$ cat config.mk
export PLATFORM = sky130hd
export DESIGN_NAME = demux_1_to_n_stream
export DESIGN_NICKNAME = d
export VERILOG_FILES = /design/src/rtl/demux_1_to_n_stream.sv
export SDC_FILE = /design/constraint.sdc
export NUM_CORES = 1
export LEC_CHECK = 0
export ABC_AREA = 0
export BUFFER_PORTS_ARGS = -buffer_cell sky130_fd_sc_hd__buf_4
export CELL_PAD_IN_SITES_DETAIL_PLACEMENT = 1
export CELL_PAD_IN_SITES_GLOBAL_PLACEMENT = 2
export CORE_AREA = 2 2 81 83
export DETAILED_ROUTE_END_ITERATION = 8
export DIE_AREA = 0 0 83 85
export PLACE_DENSITY_LB_ADDON = 0.1
export SLEW_MARGIN = 10
export SYNTH_ARGS = -nofsm -noshare
export SYNTH_HDL_FRONTEND = slang
export SYNTH_SLANG_ARGS = --single-unit
$ cat constraint.sdc
create_clock -name clk -period 3.7 [get_ports clk]
set_input_delay 0.185 -clock clk [delete_from_list [all_inputs] [get_ports clk]]
set_output_delay 0.185 -clock clk [all_outputs]
set_load 0.005 [all_outputs]
$ cat src/rtl/demux_1_to_n_stream.sv
// demux_1_to_n_stream: routes one valid/ready stream to one of 2**SEL_W registered output slots.
// Ports:
//   clk, rst             - clock, synchronous active-high reset
//   in_valid/in_ready    - upstream handshake; in_data payload, in_sel destination channel
//   out_valid/out_ready  - per-channel handshake, bit k for channel k
//   out_data             - channel k payload on [k*DATA_W +: DATA_W]
//   stall_cnt            - saturating count of blocked input cycles when DEMUX_STALL_CNT_EN
//                          is defined, constant zero otherwise
module demux_1_to_n_stream #(
    parameter int DATA_W = 8,
    parameter int SEL_W  = 2
) (
    input  logic                             clk,
    input  logic                             rst,
    input  logic                             in_valid,
    output logic                             in_ready,
    input  logic [DATA_W-1:0]                in_data,
    input  logic [SEL_W-1:0]                 in_sel,
    output logic [(1<<SEL_W)-1:0]            out_valid,
    input  logic [(1<<SEL_W)-1:0]            out_ready,
    output logic [(1<<SEL_W)*DATA_W-1:0]     out_data,
    output logic [15:0]                      stall_cnt
);
    localparam int N_CH = 1 << SEL_W;
    logic [N_CH-1:0]             r_valid;
    logic [N_CH-1:0][DATA_W-1:0] r_data;
    logic                        w_in_ready;
    logic                        w_load;
    // a full slot can still accept when its consumer drains it in the same cycle
    assign w_in_ready = !rst && (!r_valid[in_sel] || out_ready[in_sel]);
    assign w_load     = in_valid && w_in_ready;
    assign in_ready   = w_in_ready;
    assign out_valid  = r_valid;
    assign out_data   = r_data;
    always_ff @(posedge clk) begin
        if (rst) begin
            r_valid <= '0;
            r_data  <= '0;
        end else begin
            for (int k = 0; k < N_CH; k++) begin
                if (w_load && in_sel == SEL_W'(k)) begin
                    r_valid[k] <= 1'b1;
                    r_data[k]  <= in_data;
                end else if (out_ready[k]) begin
                    r_valid[k] <= 1'b0;
                end
            end
        end
    end
`ifdef DEMUX_STALL_CNT_EN
    logic [15:0] r_stall_cnt;
    always_ff @(posedge clk) begin
        if (rst)
            r_stall_cnt <= '0;
        else if (in_valid && !w_in_ready && r_stall_cnt != 16'hFFFF)
            r_stall_cnt <= r_stall_cnt + 16'd1;
    end
    assign stall_cnt = r_stall_cnt;
`else
    assign stall_cnt = 16'h0000;
`endif
endmodule

**After elaboration in Yosys (flattened, before gate mapping)**

Cells that the tools add are included.

- Input port bits: 17
- Flip-flop bits (word level): 36
- Logic and storage cells: 38

- Mux-type cells: 12
- Reductions and logical operators: 14
- $lt $le $gt $ge: 1
- Eq/ne operators: 3

Operator list:

| operator | number |
|---|---|
| 1-bit 2-to-1 mux | 10 |
| 2-bit nonzero test | 4 |
| 1-bit logical AND | 6 |
| 1-bit binary-select mux with 2-bit select | 2 |
| 2-bit == test, second input constant | 2 |
| 2-bit by 3-bit less-than comparator with 1-bit output, second input constant | 1 |
| 2-bit by 1-bit == test with 1-bit output, second input constant | 1 |
| 1-bit zero test | 2 |
| 2-bit zero test | 1 |
| 1-bit logical OR | 1 |

**Logic depth before layout (Yosys ltp)**

Gate-level depths: netlist of the first run.

- Word-level depth: 8
- Gate-level depth with buffers: 6
- Gate-level depth less buffers: 3

**Worst setup path before layout of the first run**

Ideal clock, no wire load.

- Kind: register to output
- Start: register r_valid[2], in the netlist out_valid[2]
- End: output in_ready
- Buffers on the path: 1
- Path slack: 2299 ps
- Required time: 3515 ps
- Stages on the path, launching flop included: 5
- Arrival time: 1216 ps
- Cell sequence: dfxtp_1 nor2b_1 clkbuf_1 mux4_1 nor2_1

- Word-level cells in the longest chain between the ends: 5

RTL lines:

| item | RTL line | RTL |
|---|---|---|
| start, declared | 25 | `logic [N_CH-1:0] r_valid;` |
| start signal, assigned | 37 | `r_valid <= '0;` |
| start signal, assigned by index | 42 | `r_valid[k] <= 1'b1;` |
| start signal, assigned by index | 45 | `r_valid[k] <= 1'b0;` |
| 1-bit binary-select mux with 2-bit select | 30 | `assign w_in_ready = !rst && (!r_valid[in_sel] \|\| out_ready[in_sel]);` |
| 1-bit 2-to-1 mux (not written as such) | 30 |  |
| 1-bit zero test | 30 |  |
| 1-bit logical OR | 30 |  |
| 1-bit logical AND | 30 |  |
| end, declared | 16 | `output logic in_ready,` |

Every way passes these cells. The select of a mux whose other input is x is not followed.

**Final worst setup path of the first run**

Ends and elaborated chain as after synthesis.

==> flow_summary.yaml, run 1 <==
placement:
  hpwl_um: 3820
  gp_congestion: 0.786
  postPlaceCellArea_mm2: 0.00205
  dp.cells: 302
  io_buffers: 53
min_path:
  hold_class: "in -> reg"
sta:
  hold_viol_final: 0
  grt_setup_unrepaired: "false"
  relSlewSlack: 0.383
  max_freq_mhz: 504
  drv_slew: 0
  tightest_slew_ns: 0.919
  period_needed_ns: 1.99
  setup_tns_ns: 0
  fin_skew_ns: 0.00550
  finalCritPeriodShare: 0.537
  setup_violations: 0
synth:
  ys_seq_area_frac: 0.413
  synth_adder_area_share: 0
  ys_ff_latch: 36
  synth_edf_count: 0
  yosysWarnings: 0
  ys_async_sr_fraction: 0
  yosysUniqueCellTypes: 25
  synthXorXnorAreaFrac: 0
  synth_simple_gate_area_share: 0.216
  muxShareOfSynthArea: 0.0151
  synth_cells: 199
  synth_top_family_by_area: "simple AND/OR/NAND/NOR gates"
  ys.flop_type: "dfxtp_1"
  syn_area_mm2: 0.00174
  syn_area_per_cell_um2: 8.76
  synth-compound-area-share: 0.207
layout:
  drive_gt1_frac: 0.262
  multi_input_area_um2: 823
  design_area_mm2: 0.00215
  nFillCells: 733
  final_cell_mix: "buf_4, dfxtp_1, nand4_1"
  final_nets: 249
  fin_cells: 310
  layout_commonest_cell: "buf_4"
  regArea_um2: 721
  diodes: 0
  areaGrowthSynthToFinish_pct: 23.5
  fin_util: 0.347
global_routing:
  grt_use_total: 0.157
  grt_pass1_wl_um: 8840
  grt_max_degree: 37
  antenna_found_initial: 0
  grt_pass1_vias: 1567
  grt-ovfl-total: 0
power:
  leakagePower_nw: 0.907
  power_per_cell_area_mw_per_mm2: 393
  vdd_ir_drop_max_mv: 0.157
  power_uw: 847
route:
  num_vias: 1629
  first_pass_iters: 4
  wl_per_cell_um: 17.4
  drtAntennaViolNets: 0
  routed_wl_um: 5390
  drc_errors: 0
  drtIter0Drc: 123
  via_per_inst: 5.25
clock_tree:
  clkTransAtPathRegs_ns: 0.08
  clockBufferDepth: 2
  cts_made_buffers: 5
  cts.sinks: 36
  cts_setup_buffers: 0
  cts_htree_levels: 2
  cts_tree: "done"
  cts-root-buf: "clkbuf_8"
  cts_resized: 0
  clock_latency_ns: 0.28
  hold_buffers: 0
die:
  io_pins: 70
  coreArea_mm2: 0.00620
  fp.dieW_um: 83
  fp.dieH_um: 85
  fp.dieArea_mm2: 0.00706
  floorplan.initialDensity: 0.281
  rows: 29
critical_path:
  path_class: "reg -> out"
  critical_path_arrival_ns: 1.80
  end_kind: "output pin"
  required_ns: 3.51
  path_cells: "nor2b_1, mux4_1, nor2_1, buf_4"
  critical-path-max-stage-delay_ns: 0.58
  cp_slowest_cell: "nor2b_1"
  start_kind: "flop"
  path_max_fanout: 9
run_status:
  run_status: "finished, final reports clean"
run:
  maxCapViolCount: 0
[worst max-delay path, delay by kind of cell, from the launching register on]
| family | cells | cell delay [ns] |
|---|---|---|
| buf+inv | 1 | 0.14 |
| flops | 1 | 0.35 |
| mux | 1 | 0.39 |
| simple gates | 2 | 0.63 |
[power by group]
part           internal (mW)  switching [mW]  total [mW]
registers              0.399         0.00670       0.406
clock network          0.200           0.145       0.346
logic                 0.0371          0.0584      0.0956
total                  0.636           0.211       0.847
[state kept, by name (all words and copies together) (netlist names)]
name	count
out_valid	4
out_data	32
[through the flow]
step | hold WS, ns | setup slack, ns
2_1_floorplan | 0.322 | 2.30
3_3_place_gp | 0.455 | 1.76
3_5_place_dp | 0.469 | 1.65
4_1_cts | 0.187 | 1.71
5_1_grt | 0.183 | 1.58
6_report | 0.190 | 1.71
[synth_stat cells (2+ instances only)]
master    count  area share
a21oi_1      20       0.057
buf_1         3      0.0065
buf_2         4       0.011
buf_4        16       0.069
buf_6         2       0.013
clkbuf_1     16       0.034
dfxtp_1      36        0.41
nand2_1      16       0.034
nand2b_1      4       0.014
nand3_1       2      0.0057
nand3b_1      3       0.013
nand4_1      32        0.11
nor2b_1       4       0.014
o311ai_0     14       0.070
o311ai_1      2       0.010
o31ai_1      16       0.069
[routing by layer]
layer | global-route usage | up-vias | share of wire
li1 | - | 784 | -
met1 | 0.218 | 794 | 0.46
met2 | 0.246 | 49 | 0.49
met3 | 0.0428 | 2 | 0.049
met4 | 0.0313 | 0 | 0.0045
met5 | 0 | - | 0
[area by class of cell]
type                       count  share of cell area
inverter                       2             0.00349
multi-input combinational    134               0.382
clock inverter                 2              0.0163
sequential                    36               0.335
tap                           77              0.0447
timing repair buffer          53               0.185
clock buffer                   6              0.0337
[kinds of logic after synthesis]
| logic type | Yosys count |
|---|---|
| other | 1 |
| muxes | 1 |
| AOI/OAI and AO/OA | 52 |
| and+or+nand+nor | 65 |
| DFF | 36 |
| buffers and inverters | 44 |
[path summary, 6_finish.rpt]
check	from	endpoint	slack, ns	cells after the start
min	in_data[6]	out_data[14]$_SDFFE_PP0P_	0.19	3
max	out_valid[2]$_SDFFE_PP0P_	in_ready	1.71	4
max reg2reg	out_valid[2]$_SDFFE_PP0P_	out_data[21]$_SDFFE_PP0P_	2.37	3
min reg2reg	out_data[28]$_SDFFE_PP0P_	out_data[28]$_SDFFE_PP0P_	0.48	2
No activity file was read; power rests on OpenSTA's default activity.
==> inputs of run 2 (changes only) <==
--- a/config.mk
+++ b/config.mk
@@ -9,9 +9,9 @@
 export BUFFER_PORTS_ARGS = -buffer_cell sky130_fd_sc_hd__buf_4
 export CELL_PAD_IN_SITES_DETAIL_PLACEMENT = 1
 export CELL_PAD_IN_SITES_GLOBAL_PLACEMENT = 2
-export CORE_AREA = 2 2 81 83
+export CORE_AREA = 2 2 89 91
 export DETAILED_ROUTE_END_ITERATION = 8
-export DIE_AREA = 0 0 83 85
+export DIE_AREA = 0 0 91 93
 export PLACE_DENSITY_LB_ADDON = 0.1
 export SLEW_MARGIN = 10
 export SYNTH_ARGS = -nofsm -noshare
==> constraint.sdc (replaced) <==
create_clock -name clk -period 1.64 [get_ports clk]
set_input_delay 0.082 -clock clk [delete_from_list [all_inputs] [get_ports clk]]
set_output_delay 0.082 -clock clk [all_outputs]
set_load 0.005 [all_outputs]
==> run 2 against run 1 <==
Effect of this change:
- combinational power rose to 2.6 times the previous value
- clock skew fell by 0.00052 ns
- non-clock buffer count rose by 14
- die area rose by 20%
- utilization fell by 4.4 points
- clock-buffer cell count rose by 1
- setup slack got worse by 1.6 ns
- design area rose by 5.8%
- critical path type is now in -> reg
==> flow_summary.yaml, run 2 (synthesized netlist as in run 1, its figures left out) <==
route:
  via_per_inst: 4.86
  met3_length_um: 345
  drc_errors: 0
  wl_met2_um: 2890
  drtAntennaViolNets: 0
  routed_wl_um: 6200
  wl_met1_um: 2910
  top_layer_used: "met4"
  drtIter0Drc: 49
  wl_per_cell_um: 17.8
  num_vias: 1693
  first_pass_iters: 4
clock_tree:
  clockBufferDepth: 2
  cts-root-buf: "clkbuf_8"
  clkTransAtPathRegs_ns: 0.08
  cts_made_buffers: 5
  cts_htree_levels: 2
  cts_tree: "done"
  clock_latency_ns: 0.29
  cts.sinks: 36
die:
  io_pins: 70
  coreArea_mm2: 0.00753
  floorplan.initialDensity: 0.232
  rows: 32
  fp.dieW_um: 91
  fp.dieArea_mm2: 0.00846
  fp.dieH_um: 93
global_routing:
  grt_use_total: 0.151
  grt_pass1_wl_um: 9760
  grt_max_degree: 24
  antenna_found_initial: 0
  grt-ovfl-total: 0
  grt_pass1_vias: 1756
placement:
  hpwl_um: 4380
  postPlaceCellArea_mm2: 0.00217
  gp_congestion: 0.712
  io_buffers: 53
  pre_cts_ws_ns: 0.314
power:
  vdd_ir_drop_max_mv: 0.259
  power_per_cell_area_mw_per_mm2: 822
  leakagePower_nw: 0.965
run_status:
  run_status: "finished, final reports clean"
critical_path:
  cp_slowest_cell: "dlygate4sd3_1"
  setup.worst_path.start: "rst"
  path_common_cell: "buf_4"
  start_kind: "input port"
  critical-path-max-stage-delay_ns: 0.54
  r2r_start: "out_valid[0]$_SDFFE_PP0P_"
  path_max_fanout: 8
  path_cells: "dlygate4sd3_1, buf_4, or3b_1, buf_4, o311ai_0, nand2_1"
  end_kind: "flop"
  required_ns: 1.82
  path_class: "in -> reg"
  critical_path_arrival_ns: 1.73
layout:
  drive_gt1_frac: 0.309
  fin_util: 0.303
  final_cell_mix: "buf_4, dfxtp_1, nand4_1"
  largest_reg_flops: 32
  layout_commonest_cell: "buf_4"
  final_nets: 263
  areaGrowthSynthToFinish_pct: 30.6
  design_area_mm2: 0.00228
  diodes: 0
run:
  maxCapViolCount: 0
sta:
  finalCritPeriodShare: 0.948
  period_needed_ns: 1.55
  holdWs_ns: 0.0634
  worst_slack_ns: 0.0857
  grt_setup_unrepaired: "false"
  hold_viol_final: 0
  setup_tns_ns: 0
  setup_violations: 0
  max_freq_mhz: 643
  fin_skew_ns: 0.00497
  drv_slew: 0
min_path:
  hold_class: "in -> reg"
  hp-start: "in_data[7]"
==> run 2: cell count changes in the layout (fill, tap and decap cells not counted), sizes merged <==
cell,before,now
buf,53,66
bufinv,1,0
clkbuf,6,7
clkinv,2,1
dlygate4sd3,0,1
==> run 2: power breakdown <==
group          internal [mW]  total [mW]  switching [mW]
Combinational          0.101       0.248           0.148
Clock                  0.375       0.710           0.335
Sequential             0.900       0.914          0.0143
Total                   1.38        1.87           0.497
==> run 2: path summary, 6_finish.rpt <==
kind              slack [ns]  cells past startpoint                         to
setup reg to reg        0.46                      4   out_data[2]$_SDFFE_PP0P_
hold reg to reg         0.47                      2  out_data[23]$_SDFFE_PP0P_
hold / removal          0.06                      3   out_data[7]$_SDFFE_PP0P_
setup / recovery        0.09                      6   out_data[2]$_SDFFE_PP0P_
==> run 2: worst max-delay path: cells and delay by family <==
family | cells | cell delay [ns]
AO/OA/AOI/OAI | 1 | 0.30
buffers and inverters | 3 | 0.88
AND/OR/NAND/NOR | 2 | 0.46
==> run 2: what timing repair did <==
action,CTS,global route
hold buffers,1,0
hold endpoints to repair,2,0
resized for setup,0,4
setup endpoints to repair,0,3
buffers inserted,0,0
==> run 2: layout make-up <==
cell class	count	area (um2)
Multi-Input combinational cell	134	820
Clock buffer	7	96.3
Tap cell	102	128
Sequential cell	36	722
Timing Repair Buffer	67	505
Inverter	2	7.51
Fill cell	928	5250
==> run 2: routing by layer <==
metal | vias up | GRT usage
met4 | 0 | 0.0341
met1 | 823 | 0.207
met5 | - | 0
li1 | 808 | -
met3 | 7 | 0.0371
met2 | 55 | 0.243
==> run 2: per-stage QoR <==
stage / cells / power, mW
floorplan: 214 / 1.07
global placement: 340 / 1.18
detailed placement: 340 / 1.18
CTS: 348 / 1.89
global route: 348 / 1.96
finish: 348 / 1.87
